--- config.mk ---
export PLATFORM = sky130hd
export DESIGN_NAME = vc_buffer_unit_flat
export DESIGN_NICKNAME = d
export VERILOG_FILES = /design/src/rtl/vc_buffer_unit_if.sv /design/src/rtl/vc_buffer_unit.sv /design/src/flat_wrapper.sv
export SDC_FILE = /design/constraint.sdc
export NUM_CORES = 1
export LEC_CHECK = 0
export BUFFER_PORTS_ARGS = -buffer_cell sky130_fd_sc_hd__buf_2
export CAP_MARGIN = 20
export CELL_PAD_IN_SITES_DETAIL_PLACEMENT = 1
export CELL_PAD_IN_SITES_GLOBAL_PLACEMENT = 1
export CORE_ASPECT_RATIO = 0.9
export CORE_MARGIN = 2
export CORE_UTILIZATION = 46
export CTS_CLUSTER_DIAMETER = 100
export DETAILED_ROUTE_END_ITERATION = 6
export PLACE_DENSITY = 0.86
export SETUP_SLACK_MARGIN = 0.15
export SYNTH_ARGS = -nofsm -noshare
export SYNTH_HDL_FRONTEND = slang
export SYNTH_SLANG_ARGS = --single-unit
--- constraint.sdc ---
create_clock -name clk -period 2.8 [get_ports clk]
set_clock_uncertainty 0.2 [all_clocks]
set_input_delay 0.84 -clock clk [delete_from_list [all_inputs] [get_ports clk]]
set_output_delay 0.84 -clock clk [all_outputs]
set_load 0.005 [all_outputs]
--- src/rtl/vc_buffer_unit_if.sv ---
// vc_buffer_unit_if: four-phase req/ack flit link carrying a VC tag
interface vc_buffer_unit_if #(
    parameter int DATA_WIDTH = 18,
    parameter int VCW = 1
);
    logic req;
    logic [VCW-1:0] vc;
    logic [DATA_WIDTH-1:0] data;
    logic ack;
    modport master(output req, vc, data, input ack);
    modport slave(input req, vc, data, output ack);
endinterface

--- src/rtl/vc_buffer_unit.sv ---
// vc_buffer_unit: multi-VC router input buffer with per-VC packet FSM, allocator requests and credit return
module vc_buffer_unit #(
    parameter int DATA_WIDTH = 18,
    parameter int NUM_VC = 2,
    parameter int VC_DEPTH = 4,
    parameter int MAX_PACKET_SIZE = 64
) (
    input  logic clk,
    input  logic rst,
    vc_buffer_unit_if.slave up,
    vc_buffer_unit_if.master down,
    output logic [NUM_VC-1:0] sa_req,
    input  logic [NUM_VC-1:0] sa_grant,
    output logic [NUM_VC-1:0] credit_out,
    output logic [2:0] err
);
    localparam int VCW = NUM_VC > 1 ? $clog2(NUM_VC) : 1;
    localparam int PW = $clog2(VC_DEPTH);
    localparam int CW = PW + 1;
    localparam int KW = $clog2(MAX_PACKET_SIZE) + 1;
    typedef enum logic [1:0] {IDLE, WAIT_GRANT, ACTIVE} state_t;
    logic [NUM_VC-1:0] act, full, empty, wr_v, hs_pop, flush, ovf, grant_ok;
    logic [DATA_WIDTH-1:0] front [NUM_VC];
    logic [VCW-1:0] av;
    logic wr, hs, grant_bad;
    assign hs = down.req && down.ack;
    assign wr = up.req && !up.ack && int'(up.vc) < NUM_VC && !full[up.vc];
    assign grant_bad = |sa_grant && (!$onehot(sa_grant) || |act || |(sa_grant & ~sa_req));
    assign credit_out = hs_pop | flush;
    always_comb begin
        av = '0;
        for (int i = 0; i < NUM_VC; i++)
            if (act[i]) av = VCW'(i);
    end
    for (genvar v = 0; v < NUM_VC; v++) begin : g_vc
        state_t st, st_nx;
        logic [DATA_WIDTH-1:0] mem [VC_DEPTH];
        logic [PW-1:0] rd_ptr, wr_ptr;
        logic [CW-1:0] cnt;
        logic [KW-1:0] pkt;
        logic sa_q;
        logic [1:0] ftype;
        assign front[v] = mem[rd_ptr];
        assign ftype = front[v][DATA_WIDTH-1 -: 2];
        assign full[v] = cnt == CW'(VC_DEPTH);
        assign empty[v] = cnt == '0;
        assign act[v] = st == ACTIVE;
        assign wr_v[v] = wr && up.vc == VCW'(v);
        assign hs_pop[v] = hs && down.vc == VCW'(v);
        // a non-head flit at the front of an idle VC is an orphan; discard it
        assign flush[v] = st == IDLE && !empty[v] && !ftype[0];
        assign ovf[v] = hs_pop[v] && ftype == 2'b00 && pkt >= KW'(MAX_PACKET_SIZE - 2);
        assign grant_ok[v] = sa_grant[v] && sa_q && $onehot(sa_grant) && !(|act);
        assign sa_req[v] = sa_q;
        always_comb begin
            st_nx = st;
            if (st == IDLE && !empty[v] && ftype[0]) st_nx = WAIT_GRANT;
            if (st == WAIT_GRANT && grant_ok[v]) st_nx = ACTIVE;
            if (st == ACTIVE && hs_pop[v] && (ftype[1] || ovf[v])) st_nx = IDLE;
        end
        always_ff @(posedge clk or negedge rst) begin
            if (!rst) begin
                st <= IDLE;
                sa_q <= 1'b0;
                rd_ptr <= '0;
                wr_ptr <= '0;
                cnt <= '0;
                pkt <= '0;
            end else begin
                st <= st_nx;
                sa_q <= st_nx == WAIT_GRANT;
                if (wr_v[v]) wr_ptr <= wr_ptr + 1'b1;
                if (credit_out[v]) rd_ptr <= rd_ptr + 1'b1;
                cnt <= cnt + CW'(wr_v[v]) - CW'(credit_out[v]);
                if (hs_pop[v]) pkt <= ftype[0] ? KW'(1) : pkt + 1'b1;
            end
        end
        always_ff @(posedge clk)
            if (wr_v[v]) mem[wr_ptr] <= up.data;
    end
    // output register holds the flit stable while req is up; one idle cycle between flits
    always_ff @(posedge clk or negedge rst) begin
        if (!rst) begin
            up.ack <= 1'b0;
            down.req <= 1'b0;
            down.vc <= '0;
            down.data <= '0;
            err <= '0;
        end else begin
            up.ack <= wr;
            err <= err | {grant_bad, |ovf, |flush};
            if (hs) down.req <= 1'b0;
            else if (!down.req && |act && !empty[av]) begin
                down.req <= 1'b1;
                down.vc <= av;
                down.data <= front[av];
            end
        end
    end
endmodule

--- src/flat_wrapper.sv ---
// flat-port wrapper written by rule: the top's interface ports become plain ports
module vc_buffer_unit_flat 
#(
    parameter int DATA_WIDTH = 18,
    parameter int NUM_VC = 2,
    parameter int VC_DEPTH = 4,
    parameter int MAX_PACKET_SIZE = 64
)
  (clk, rst, sa_req, sa_grant, credit_out, err, up_req, up_vc, up_data, up_ack, down_req, down_vc, down_data, down_ack);
  vc_buffer_unit_if #(.DATA_WIDTH(DATA_WIDTH), .VCW(1)) up_i ();
  vc_buffer_unit_if #(.DATA_WIDTH(DATA_WIDTH), .VCW(1)) down_i ();
  input  logic clk;
  input  logic rst;
  output logic [NUM_VC-1:0] sa_req;
  input  logic [NUM_VC-1:0] sa_grant;
  output logic [NUM_VC-1:0] credit_out;
  output logic [2:0] err;
  input wire logic [$bits(up_i.req)-1:0] up_req;
  input wire logic [$bits(up_i.vc)-1:0] up_vc;
  input wire logic [$bits(up_i.data)-1:0] up_data;
  output wire logic [$bits(up_i.ack)-1:0] up_ack;
  output wire logic [$bits(down_i.req)-1:0] down_req;
  output wire logic [$bits(down_i.vc)-1:0] down_vc;
  output wire logic [$bits(down_i.data)-1:0] down_data;
  input wire logic [$bits(down_i.ack)-1:0] down_ack;
  assign up_i.req = up_req;
  assign up_i.vc = up_vc;
  assign up_i.data = up_data;
  assign up_ack = up_i.ack;
  assign down_req = down_i.req;
  assign down_vc = down_i.vc;
  assign down_data = down_i.data;
  assign down_i.ack = down_ack;
  vc_buffer_unit #(.DATA_WIDTH(DATA_WIDTH), .NUM_VC(NUM_VC), .VC_DEPTH(VC_DEPTH), .MAX_PACKET_SIZE(MAX_PACKET_SIZE)) u_core (.clk(clk), .rst(rst), .up(up_i), .down(down_i), .sa_req(sa_req), .sa_grant(sa_grant), .credit_out(credit_out), .err(err));
endmodule
# Word level (Yosys, flattened, before mapping)
# Memory sizes are Yosys's and may differ from the RTL's.
# Index checks and enable logic that the tools add are counted.
# Widths: inputs -> output; s select.
# totals
mem_count	2
ff_bits	58
output_inout_bits	28
elab_cells	133
mem_bits_rw	144
# op_classes
eq_ne	9
n_bitwise	8
n_addsub	11
mux	22
n_lt_le_gt_ge	5
n_reduce_logical	59
# memory_table
name	words	word_bits	read_ports	rd_clocked_by_memory_dff	write_ports	line	rtl
u_core.g_vc[0].mem	4	18	1	0	1	vc_buffer_unit.sv:37	logic [DATA_WIDTH-1:0] mem [VC_DEPTH];
u_core.g_vc[1].mem	4	18	1	0	1	vc_buffer_unit.sv:37	
# op_table
op	n
$mux 18	3
$logic_and 1x1->1	32
$add 7x1->7 const B	2
$ge 7x6->1 const B	2
$mux 7	2
$mux 2	6
$mux 1	11
$eq 2x1->1 const B	5
$logic_not 1->1	10
$reduce_or 2->1	5
$add 2x1->2 const B	4
$logic_not 2->1	4
$add 3x1->3	2
$eq 3x3->1 const B	2
$logic_not 3->1	2
$sub 3x1->3	2
$eq 2x2->1 const B	2
$logic_or 1x1->1	4
$lt 1x2->1 const B	2
$not 1->1	3
$or 3x3->3	1
$add 1x1->2	1
$and 2x2->2	1
$ge 2x2->1 const B	1
5 further kinds	5

# Logic depth before layout (Yosys ltp)
# Gate-level depths: netlist of the first run.
# logic_depth
word_depth	8
depth_mapped	11

# Worst setup path before layout of the first run
# No wires, ideal clock.
# synth_path
kind	input -> register
startpoint	input up_req
endpoint	register u_core.g_vc[1].cnt[2]
setup_time_ns	0.123
path_buffers	0
arrival_ns	2.683
cell_stages	11
path_slack_ns	-0.206
cell_sequence	inv_1 a311oi_1 and2_1 inv_1 ha_1 inv_1 ha_1 inv_1 fa_1 xnor2_1 xnor2_1
# synth_between
elab_chain_cells	5
# synth_lines
item	line	rtl
start: declaration	flat_wrapper.sv:18	input wire logic [$bits(up_i.req)-1:0] up_req;
$logic_and 1x1->1 (2 in a row)	vc_buffer_unit.sv:27	assign wr = up.req && !up.ack && int'(up.vc) < NUM_VC && !full[up.vc];
$logic_and 1x1->1	vc_buffer_unit.sv:48	assign wr_v[v] = wr && up.vc == VCW'(v);
$add 3x1->3	vc_buffer_unit.sv:74	cnt <= cnt + CW'(wr_v[v]) - CW'(credit_out[v]);
$sub 3x1->3	vc_buffer_unit.sv:74	
end signal: assignment	vc_buffer_unit.sv:74	
end: declaration	vc_buffer_unit.sv:39	logic [CW-1:0] cnt;
# Every way passes these cells.
# A chain may end at the register's enable or synchronous reset.

# Worst setup path in the final report of the first run
# layout_path
startpoint	register u_core.g_vc[1].rd_ptr[0]
endpoint	output credit_out[1]
# layout_between
elab_chain_cells	4
# layout_lines
item	line	rtl
start: declaration	vc_buffer_unit.sv:38	logic [PW-1:0] rd_ptr, wr_ptr;
start signal: assignment	vc_buffer_unit.sv:73	if (credit_out[v]) rd_ptr <= rd_ptr + 1'b1;
$mem_v2 4x18	n/a	
$logic_not 1->1	vc_buffer_unit.sv:51	assign flush[v] = st == IDLE && !empty[v] && !ftype[0];
$logic_and 1x1->1	vc_buffer_unit.sv:51	
$or 2x2->2	vc_buffer_unit.sv:29	assign credit_out = hs_pop | flush;
end: declaration	flat_wrapper.sv:16	output logic [NUM_VC-1:0] credit_out;
# Every way passes these cells.

==> results of run 1 <==
## routing by layer
metal	global-route usage	routed length (um)	vias to the layer above
li1	-	-	2070
met1	0.262	7840	2460
met2	0.378	10500	104
met3	0.0403	800	34
met4	0.0752	429	0
met5	0	0	-
## worst max-delay path by stage
| stage | start | endpoint | slack [ps] | cells past startpoint |
|---|---|---|---|---|
| 2_1_floorplan | u_core.g_vc[1].rd_ptr[0]$_DFFE_PN0P_ | u_core.g_vc[1].cnt[2]$_DFF_PN0_ | 40 | 9 |
| 3_3_place_gp | up_vc | u_core.g_vc[0].cnt[2]$_DFF_PN0_ | -30 | 10 |
| 3_5_place_dp | up_vc | u_core.g_vc[0].cnt[2]$_DFF_PN0_ | -110 | 10 |
| 4_1_cts | u_core.g_vc[1].rd_ptr[0]$_DFFE_PN0P_ | credit_out[1] | -220 | 4 |
| 5_1_grt | u_core.g_vc[1].rd_ptr[0]$_DFFE_PN0P_ | credit_out[1] | -270 | 4 |
| 6_report | u_core.g_vc[1].rd_ptr[0]$_DFFE_PN0P_ | credit_out[1] | -180 | 4 |
## synthesized netlist by cell type, types with 2 or more instances
cell      instances
ha_1             17
buf_1             2
mux4_2           36
nand2_1          66
nor2_1           14
buf_2             2
o21bai_1          3
clkbuf_1          9
nand3_1           5
a22o_1            2
o31ai_1           5
nand2b_1          6
nor3_1            4
and3_1            8
mux2_1           19
xor2_1            2
buf_4             2
o211a_1           2
edfxtp_1        144
a21oi_1           3
nor2b_1           3
fa_1              2
inv_1            19
xnor2_1           8
a31oi_1           5
dfrtp_1          58
and2_1            6
buf_6             6
o21ai_0          16
o21ai_1           4
## critical path, delay by kind of cell (launching register included)
kind / cells / cell delay [ps]
mux: 1 / 560
flops: 1 / 380
compound gates: 1 / 240
buf+inv: 2 / 270
## cell families after synthesis
kind of cell / after synthesis / synth area share
flip-flops: 202 / 0.696
AND/OR/NAND/NOR: 122 / 0.0691
multiplexers: 57 / 0.126
AO/OA/AOI/OAI: 50 / 0.0426
buffers and inverters: 40 / 0.0247
adder cells (fa/ha/maj): 19 / 0.0305
XOR/XNOR: 10 / 0.0106
## layout make-up
type | count | area (um2) | area share
Tap cell | 240 | 300 | 0.0301
Timing Repair Buffer | 90 | 678 | 0.0679
Multi-Input combinational cell | 258 | 2420 | 0.243
Clock buffer | 28 | 613 | 0.0614
Clock inverter | 12 | 125 | 0.0125
Inverter | 19 | 73.8 | 0.00739
Sequential cell | 202 | 5780 | 0.578
## power groups by stage
| stage | Sequential [mW] | Combinational [mW] | Clock (mW) |
|---|---|---|---|
| 2_1_floorplan | 4.09 | 2.12 | 0 |
| 3_3_place_gp | 4.12 | 2.93 | 0 |
| 3_5_place_dp | 4.18 | 3.16 | 0 |
| 4_1_cts | 4.14 | 3.41 | 2.98 |
| 5_1_grt | 4.20 | 3.71 | 3.09 |
| 6_report | 4.15 | 3.37 | 2.92 |
## repair_timing
action | in CTS | in global routing
gates cloned | 0 | 0
resized for setup | 13 | 1
pin swaps | 4 | 4
setup endpoints to repair | 6 | 6
hold buffers | 0 | 0
setup buffers | 8 | 1
## registers in the layout, indices dropped and copies added, names as in the netlist
signal / cells
u_core.down.data: 18
u_core.g_vc.st: 4
u_core.err: 3
u_core.down.vc: 1
u_core.g_vc.cnt: 6
u_core.g_vc.mem: 144
u_core.up.ack: 1
u_core.g_vc.wr_ptr: 4
u_core.g_vc.pkt: 14
u_core.g_vc.rd_ptr: 4
u_core.g_vc.sa_q: 2
u_core.down.req: 1
==> results_dict.tcl, run 1 <==
set metrics [dict create \
    track_usage 0.213 \
    dp_slack_ps -114 \
    io_buffers 52 \
    cts_sinks 202 \
    wl_um 19600 \
    avgSynthCellArea_um2 16.6 \
    hp-class "primary input to asynchronous set/reset pin" \
    num_vias 4668 \
    total_power_mw 10.4 \
    first_pass_iters 4 \
    slew_headroom 0.700 \
    grt_pass1_wl_um 30800 \
    power_switching_mw 3.33 \
    slowest_stage "mux4_2" \
    mostFrequentLayoutCell "edfxtp_1" \
    cts_tree "built" \
    fin_util 0.565 \
    first_iter_violations 251 \
    wire_per_inst_um 23.1 \
    ys_warn_count 0 \
    status "complete, but fails checks" \
    rr_worst_depth 11 \
    antenna_found_initial 1 \
    critPathArrivalTime_ps 1940 \
    synthCells 500 \
    timing.rr.end "u_core.g_vc[0].cnt[2]$_DFF_PN0_" \
    clk_path_buf_depth 3 \
    design_area_um2 9990 \
    ff2ff_setup_slack_ps 0 \
    drive_gt1_frac 0.304 \
    clock_latency_ps 500 \
    cellLeakagePower_nw 3.86 \
    r2r_start "u_core.g_vc[0].rd_ptr[0]$_DFFE_PN0P_" \
    fin_nets 637 \
    nFillCells 1681 \
    hold_slack_ps 152 \
    via_per_inst 5.50 \
    ys_seq_elements 202 \
    place_congestion 0.771 \
    ys_top_cells_by_area "edfxtp_1 (52%), dfrtp_1 (18%), mux4_2 (9.8%)" \
    io_pins 53 \
    worst-setup-path-type "flip-flop to primary output" \
    synth_ff_type "edfxtp_1" \
    coreArea_um2 17700 \
    synth_fp_nets 544 \
    cts_htree_levels 1 \
    dp.cells 800 \
    power.density_nw_per_um2 1040 \
    ir_drop_mv 0.541 \
    antennaDiodeCount 0 \
    fin_cells 849 \
    cp-start-kind "flip-flop" \
    place_area_um2 9120 \
    fin_ws_ps -183 \
    cts_root_buf "clkbuf_16" \
    p_int_mw 7.11 \
    worst_pin_slew_ps 449 \
    dp_hpwl_um 11800 \
    drc 0 \
    maxCapViolations 0 \
    yosysUniqueCellTypes 52 \
    syn2layout_area_growth_pct 20.4 \
    worstPathCellList "mux4_2 > o41ai_4 > buf_4 > buf_6" \
    setup.worst_path.end_class "primary output" \
    clk_pin_slew_ps 60 \
    switching_share 0.319 \
    fin_crit_ps 2980 \
    clkPwrFrac 0.279 \
    timing.fmax_mhz 335 \
    critPathRequiredTime_ps 1760 \
    yosysTopAreaCellShare 0.521 \
    cts_buffers 22 \
    grt_start_max_net_pins 59 \
    grt_pass1_vias 5318 \
    violations "negative setup slack" \
    synth_area_um2 8290 \
    layout_common_cells "edfxtp_1 (144), nand2_1 (66), dfrtp_1 (58)" \
    slowest_delay_ps 560 \
    fp.dieH_um 131 \
    crit_fanout 2 \
    synthArstFlopShare 0.287 \
    rsz0062_at_grt "true" \
    start_util 0.469 \
    yosysTopAreaCell "edfxtp_1" \
    power_frac_seq 0.398 \
    finalSetupTns_ps -362 \
    grt_overflow 0 \
    report.final.slew_viol_count 0 \
    ys_seq_area_frac 0.696 \
    synth-edff-count 144 \
    die_area_um2 19100 \
    timing.final.crit_share 1.07 \
    drtAntennaViolNets 0 \
    combPwrFrac 0.323 \
    setup_viol 2 \
    finalHoldViolations 0 \
    die_w_um 146 \
    num_rows 46 \
]
Note: power is estimated with default switching activity, not from simulation.
==> run 2: changes to the inputs <==
RECOVER_POWER = 100   (was not set)
==> run 2 against run 1 <==
  * The flow finishes with violations (max-capacitance violations, max-slew violations, negative setup slack)
  * Critical path depth is the same
  * Total power shrank 0.30%
  * Worst hold slack gained 120 ps
==> results_dict.tcl, run 2 (synthesized netlist as in run 1, its figures left out) <==
set metrics [dict create \
    status "complete, but fails checks" \
    violations "max-capacitance violations, max-slew violations, negative setup slack" \
    clock_latency_ps 510 \
    largest_reg_flops 144 \
    antennaDiodeCount 0 \
    clk_path_buf_depth 3 \
    io_pins 53 \
    fp.dieH_um 131 \
    worst-setup-path-type "flip-flop to primary output" \
    via_per_inst 5.53 \
    syn2layout_area_growth_pct 19.6 \
    io_buffers 52 \
    wl_um 19700 \
    total_power_mw 10.4 \
    coreArea_um2 17700 \
    mostFrequentLayoutCell "edfxtp_1" \
    dp_hpwl_um 11800 \
    clk_pin_slew_ps 60 \
    setup_viol 3 \
    crit_fanout 2 \
    grt_pass1_wl_um 30800 \
    first_pass_iters 4 \
    rsz0062_at_grt "true" \
    grt_pass1_vias 5318 \
    maxCapViolations 1 \
    cts_buffers 22 \
    layout_common_cells "edfxtp_1 (144), nand2_1 (66), dfrtp_1 (58)" \
    die_w_um 146 \
    num_rows 46 \
    cts_tree "built" \
    drc 0 \
    cts_sinks 202 \
    dp.cells 800 \
    cp-start-kind "flip-flop" \
    wire_per_inst_um 23.2 \
    grt_start_max_net_pins 59 \
    place_congestion 0.771 \
    track_usage 0.213 \
    drive_gt1_frac 0.261 \
    cts_root_buf "clkbuf_16" \
    first_iter_violations 284 \
    worstPathCellList "mux4_2 > o41ai_4 > buf_4 > buf_6" \
    top_regs "u_core.g_vc.mem (144), u_core.down.data (18), u_core.g_vc.pkt (14)" \
    regMostFlops "u_core.g_vc.mem" \
    fin_crit_ps 2990 \
    critPathArrivalTime_ps 1950 \
    finalHoldViolations 0 \
    cts_htree_levels 1 \
    hold_slack_ps 268 \
    fin_cells 849 \
    slowest_stage "mux4_2" \
    slew_headroom -0.0755 \
    report.final.slew_viol_count 59 \
    grt_overflow 0 \
    antenna_found_initial 0 \
    power.density_nw_per_um2 1050 \
    num_vias 4692 \
    crit_family "multiplexers" \
    setup.worst_path.end_class "primary output" \
    fin_nets 637 \
    ir_drop_mv 0.540 \
    worst_pin_slew_ps 1610 \
    slowest_delay_ps 560 \
    hp-class "flip-flop to flip-flop" \
    critical_path_buf_inv_count 2 \
    start_util 0.469 \
    timing.fmax_mhz 334 \
    fin_ws_ps -190 \
    die_area_um2 19100 \
    cellLeakagePower_nw 3.78 \
    drtAntennaViolNets 0 \
    finalSetupTns_ps -375 \
    timing.final.crit_share 1.07 \
    critPathRequiredTime_ps 1760 \
]
==> run 2: area by class of cell <==
class	count	area, um2
flip-flops and latches	202	5780
clock buffers	28	613
clock inverters	12	125
well taps	240	300
repair buffers	90	614
inverters	19	73.8
multi-input cells	258	2420
fillers	1695	7750
==> run 2: worst paths after layout <==
check	startpoint	end	slack, ps	depth (start not counted)
min	u_core.err[1]$_DFF_PN0_	u_core.err[1]$_DFF_PN0_	270	1
max	u_core.g_vc[1].rd_ptr[0]$_DFFE_PN0P_	credit_out[1]	-190	4
min reg2reg	u_core.err[1]$_DFF_PN0_	u_core.err[1]$_DFF_PN0_	270	1
max reg2reg	u_core.g_vc[1].rd_ptr[0]$_DFFE_PN0P_	u_core.g_vc[1].cnt[2]$_DFF_PN0_	0	11
max in group asynchronous	rst	u_core.down.data[15]$_DFFE_PN0P_	800	2
min in group asynchronous	rst	u_core.down.data[3]$_DFFE_PN0P_	650	2
==> run 2: stage by stage <==
stage | area (um2) | util | setup slack (ps)
detailed placement | 9120 | 0.516 | -114
floorplan | 8360 | - | 43.1
finish | 9920 | 0.562 | -190
global placement | 9120 | 0.516 | -25.4
CTS | 9980 | 0.565 | -216
global route | 9920 | 0.562 | -264
==> run 2: worst register-to-register path, stage by stage (launching register included) <==
cell     delay [ps]
dfrtp_1         380
mux4_2          560
o41ai_4         240
buf_4           170
buf_6            90
ha_4            200
inv_4            60
ha_4            120
inv_2            40
fa_2            360
xnor2_2         140
xnor2_1         120
==> run 2: power breakdown <==
part | leakage, nW | internal [mW] | switching (mW)
Clock | 0.370 | 1.74 | 1.17
Sequential | 2.01 | 3.75 | 0.400
Combinational | 1.40 | 1.58 | 1.76
Total | 3.78 | 7.07 | 3.33
==> run 2: layer usage <==
metal	up-vias	GRT usage	share of wire
met5	-	0	0
li1	2067	-	-
met3	50	0.0403	0.036
met4	0	0.0752	0.033
met1	2476	0.262	0.40
met2	99	0.378	0.53
==> run 2: repair_timing <==
action	CTS	global route
pin swaps	4	4
resized for setup	13	1
hold buffers	0	0
gates cloned	0	0
endpoints found under the setup margin	6	6
setup buffers	8	1
==> run 3: changes to the inputs <==
ABC_AREA = 1   (was not set)
CORE_UTILIZATION = 44   (was 46)
==> run 3 against run 2 <==
  * The flow finishes with violations (max-capacitance violations, max-slew violations)
  * Critical endpoint is now credit_out[0]
  * Routed wire length up 14%
  * Critical path type unchanged
  * Register-to-register slack better by 230 ps
  * Sequential share of layout area down 0.085 points
  * Synthesized cell count up 51%
  * Count of clock-buffer cells in the layout up 7
  * Worst hold slack better by 10 ps
  * Combinational power up 6.9%
  * Total power up 0.56%
==> results_dict.tcl, run 3 <==
set metrics [dict create \
    place_congestion 0.764 \
    ff2ff_setup_slack_ps 230 \
    io_pins 53 \
    synthSimpleGateAreaFrac 0.162 \
    yosysMostFrequentCell "nand2_1" \
    synth-edff-count 144 \
    synthAdderAreaFrac 0.0296 \
    fin_crit_ps 2700 \
    drive_gt1_frac 0.134 \
    timing.rr.end "u_core.g_vc[0].cnt[2]$_DFF_PN0_" \
    setup_viol 0 \
    via_per_inst 5.38 \
    first_pass_iters 5 \
    top_regs "u_core.g_vc.mem (144), u_core.down.data (18), u_core.g_vc.pkt (14)" \
    cp-start-kind "flip-flop" \
    finalSetupTns_ps 0 \
    r2r_start "u_core.g_vc[1].cnt[1]$_DFF_PN0_" \
    total_power_mw 10.5 \
    fin_cells 1118 \
    ys_seq_area_frac 0.677 \
    worstPathCellList "inv_1 > nand2_1 > nand3_1 > nand2_1 > nand2_1 > nand2_4 > clkbuf_1" \
    yosysUniqueCellTypes 34 \
    ys_top_cells_by_area "edfxtp_1 (51%), dfrtp_1 (17%), nand2_1 (7.6%)" \
    cts_htree_levels 1 \
    hold_slack_ps 278 \
    synth_fp_nets 800 \
    rr_worst_depth 11 \
    wire_per_inst_um 20.1 \
    power.density_nw_per_um2 1050 \
    clk_pin_slew_ps 60 \
    largest_reg_flops 144 \
    avgSynthCellArea_um2 11.3 \
    fin_util 0.521 \
    synth_ff_type "edfxtp_1" \
    yosysTopAreaCellShare 0.507 \
    grt_pass1_vias 6487 \
    maxCapViolations 1 \
    num_vias 6012 \
    hp-class "flip-flop to flip-flop" \
    min_to "u_core.down.data[14]$_DFFE_PN0P_" \
    design_area_um2 9940 \
    ir_drop_mv 0.629 \
    drc 0 \
    rsz0062_at_grt "true" \
    slowest_stage "dfrtp_2" \
    critical_path_buf_inv_count 2 \
    slowest_delay_ps 430 \
    timing.final.crit_share 0.963 \
    fin_nets 896 \
    setup.worst_path.end_class "primary output" \
    nFillCells 2049 \
    synth_xor_area_frac 0.0123 \
    mostFrequentLayoutCell "nand2_1" \
    antenna_found_initial 1 \
    ctsHoldBuffers 0 \
    yosysTopAreaCell "edfxtp_1" \
    first_iter_violations 408 \
    cts_buffers 22 \
    cts_sinks 202 \
    worst-setup-path-type "flip-flop to primary output" \
    fin_ws_ps 105 \
    grt_start_max_net_pins 59 \
    synth_top_family_by_area "simple AND/OR/NAND/NOR gates" \
    die_area_um2 20500 \
    clock_latency_ps 510 \
    critPathRequiredTime_ps 1760 \
    timing.fmax_mhz 371 \
    muxShareOfSynthArea 0 \
    die_w_um 151 \
    synthArstFlopShare 0.287 \
    coreArea_um2 19100 \
    report.final.slew_viol_count 59 \
    clk_path_buf_depth 3 \
    finalHoldViolations 0 \
    layout_common_cells "nand2_1 (172), edfxtp_1 (144), nor2_1 (102)" \
    grt_overflow 0 \
    dp_hpwl_um 13700 \
    status "complete, but fails checks" \
    regMostFlops "u_core.g_vc.mem" \
    slew_headroom -0.0450 \
    critPathArrivalTime_ps 1660 \
    io_buffers 52 \
    dp_slack_ps 28.5 \
    synth_area_um2 8540 \
    crit_start "u_core.g_vc[0].rd_ptr[0]$_DFFE_PN0P_" \
    hold-path-cell-count 2 \
    crit_top_cell "nand2_1" \
    crit_fanout 5 \
    ys_warn_count 0 \
    track_usage 0.221 \
    start_util 0.447 \
    drtAntennaViolNets 0 \
    antennaDiodeCount 0 \
    dp.cells 1058 \
    cts_root_buf "clkbuf_16" \
    grt_pass1_wl_um 34300 \
    crit_family "simple AND/OR/NAND/NOR gates" \
    synth_common_cells "nand2_1 (172), edfxtp_1 (144), nor2_1 (101)" \
    place_area_um2 9260 \
    syn2layout_area_growth_pct 16.5 \
    worst_pin_slew_ps 1570 \
    ys_seq_elements 202 \
    synthCells 756 \
    holdCritStartpoint "u_core.down.data[14]$_DFFE_PN0P_" \
    synth_compound_area_frac 0.0711 \
    fp.dieH_um 136 \
    wl_um 22500 \
    num_rows 48 \
    cellLeakagePower_nw 4.03 \
    cts_tree "built" \
    violations "max-capacitance violations, max-slew violations" \
]
==> run 3: changes by cell type after synthesis, moves of 10 or more <==
cell and delta:
buf_4 +10, inv_1 +31, mux2_1 -19, mux4_2 -36
nand2_1 +106, nand3_1 +27, nor2_1 +87, o211ai_1 +32
o21ai_0 +35
==> run 3: what timing repair did <==
| item | CTS | global route |
|---|---|---|
| gates cloned | 0 | 0 |
| buffers inserted | 9 | 11 |
| pin swaps | 3 | 4 |
| setup endpoints to repair | 2 | 2 |
| resized for setup | 12 | 3 |
==> run 3: kinds of logic after synthesis <==
group / after synthesis
and+or+nand+nor: 333
AOI/OAI and AO/OA: 102
buffers and inverters: 88
adders and majority gates: 19
xor gates and xnor gates: 12
DFF: 202
==> run 3: layout make-up <==
type                    instances  area [um2]  share of cell area
repair buffers                102         561              0.0564
clock buffers                  35         671              0.0675
flip-flops and latches        202        5780               0.581
multi-input cells             466        2370               0.239
clock inverters                 5        30.0             0.00302
inverters                      58         218              0.0219
well taps                     250         313              0.0315
==> run 3: power by group <==
group / switching, mW / internal [mW] / total (mW)
Combinational: 2.37 / 1.21 / 3.57
Sequential: 0.339 / 3.76 / 4.10
Clock: 1.15 / 1.64 / 2.79
==> run 3: metal layers <==
metal | up-vias | global-route usage | wire, um | share of wire
li1 | 2747 | - | - | -
met4 | 2 | 0.0732 | 720 | 0.032
met5 | - | 0 | 13 | 0.00058
met1 | 3012 | 0.262 | 8980 | 0.40
met3 | 69 | 0.0423 | 1120 | 0.050
met2 | 182 | 0.403 | 11600 | 0.52
==> run 3: worst max-delay path by stage <==
stage / to / slack, ps / cells past startpoint
finish: credit_out[0] / 100 / 7
global route: u_core.g_vc[0].cnt[2]$_DFF_PN0_ / 30 / 11
CTS: credit_out[1] / 110 / 8
detailed placement: u_core.g_vc[0].cnt[1]$_DFF_PN0_ / 30 / 12
global placement: u_core.g_vc[1].cnt[2]$_DFF_PN0_ / 80 / 11
floorplan: u_core.g_vc[0].mem[0][0]$_DFFE_PP_ / 80 / 6
==> run 3: worst register-to-register path, stage by stage, from the launching register on <==
cell,delay [ps]
dfrtp_1,390
inv_1,100
nand2_1,100
o21ai_0,130
a21oi_1,300
nand2_1,160
ha_1,320
inv_1,70
ha_1,140
inv_1,50
fa_1,370
xnor2_1,130
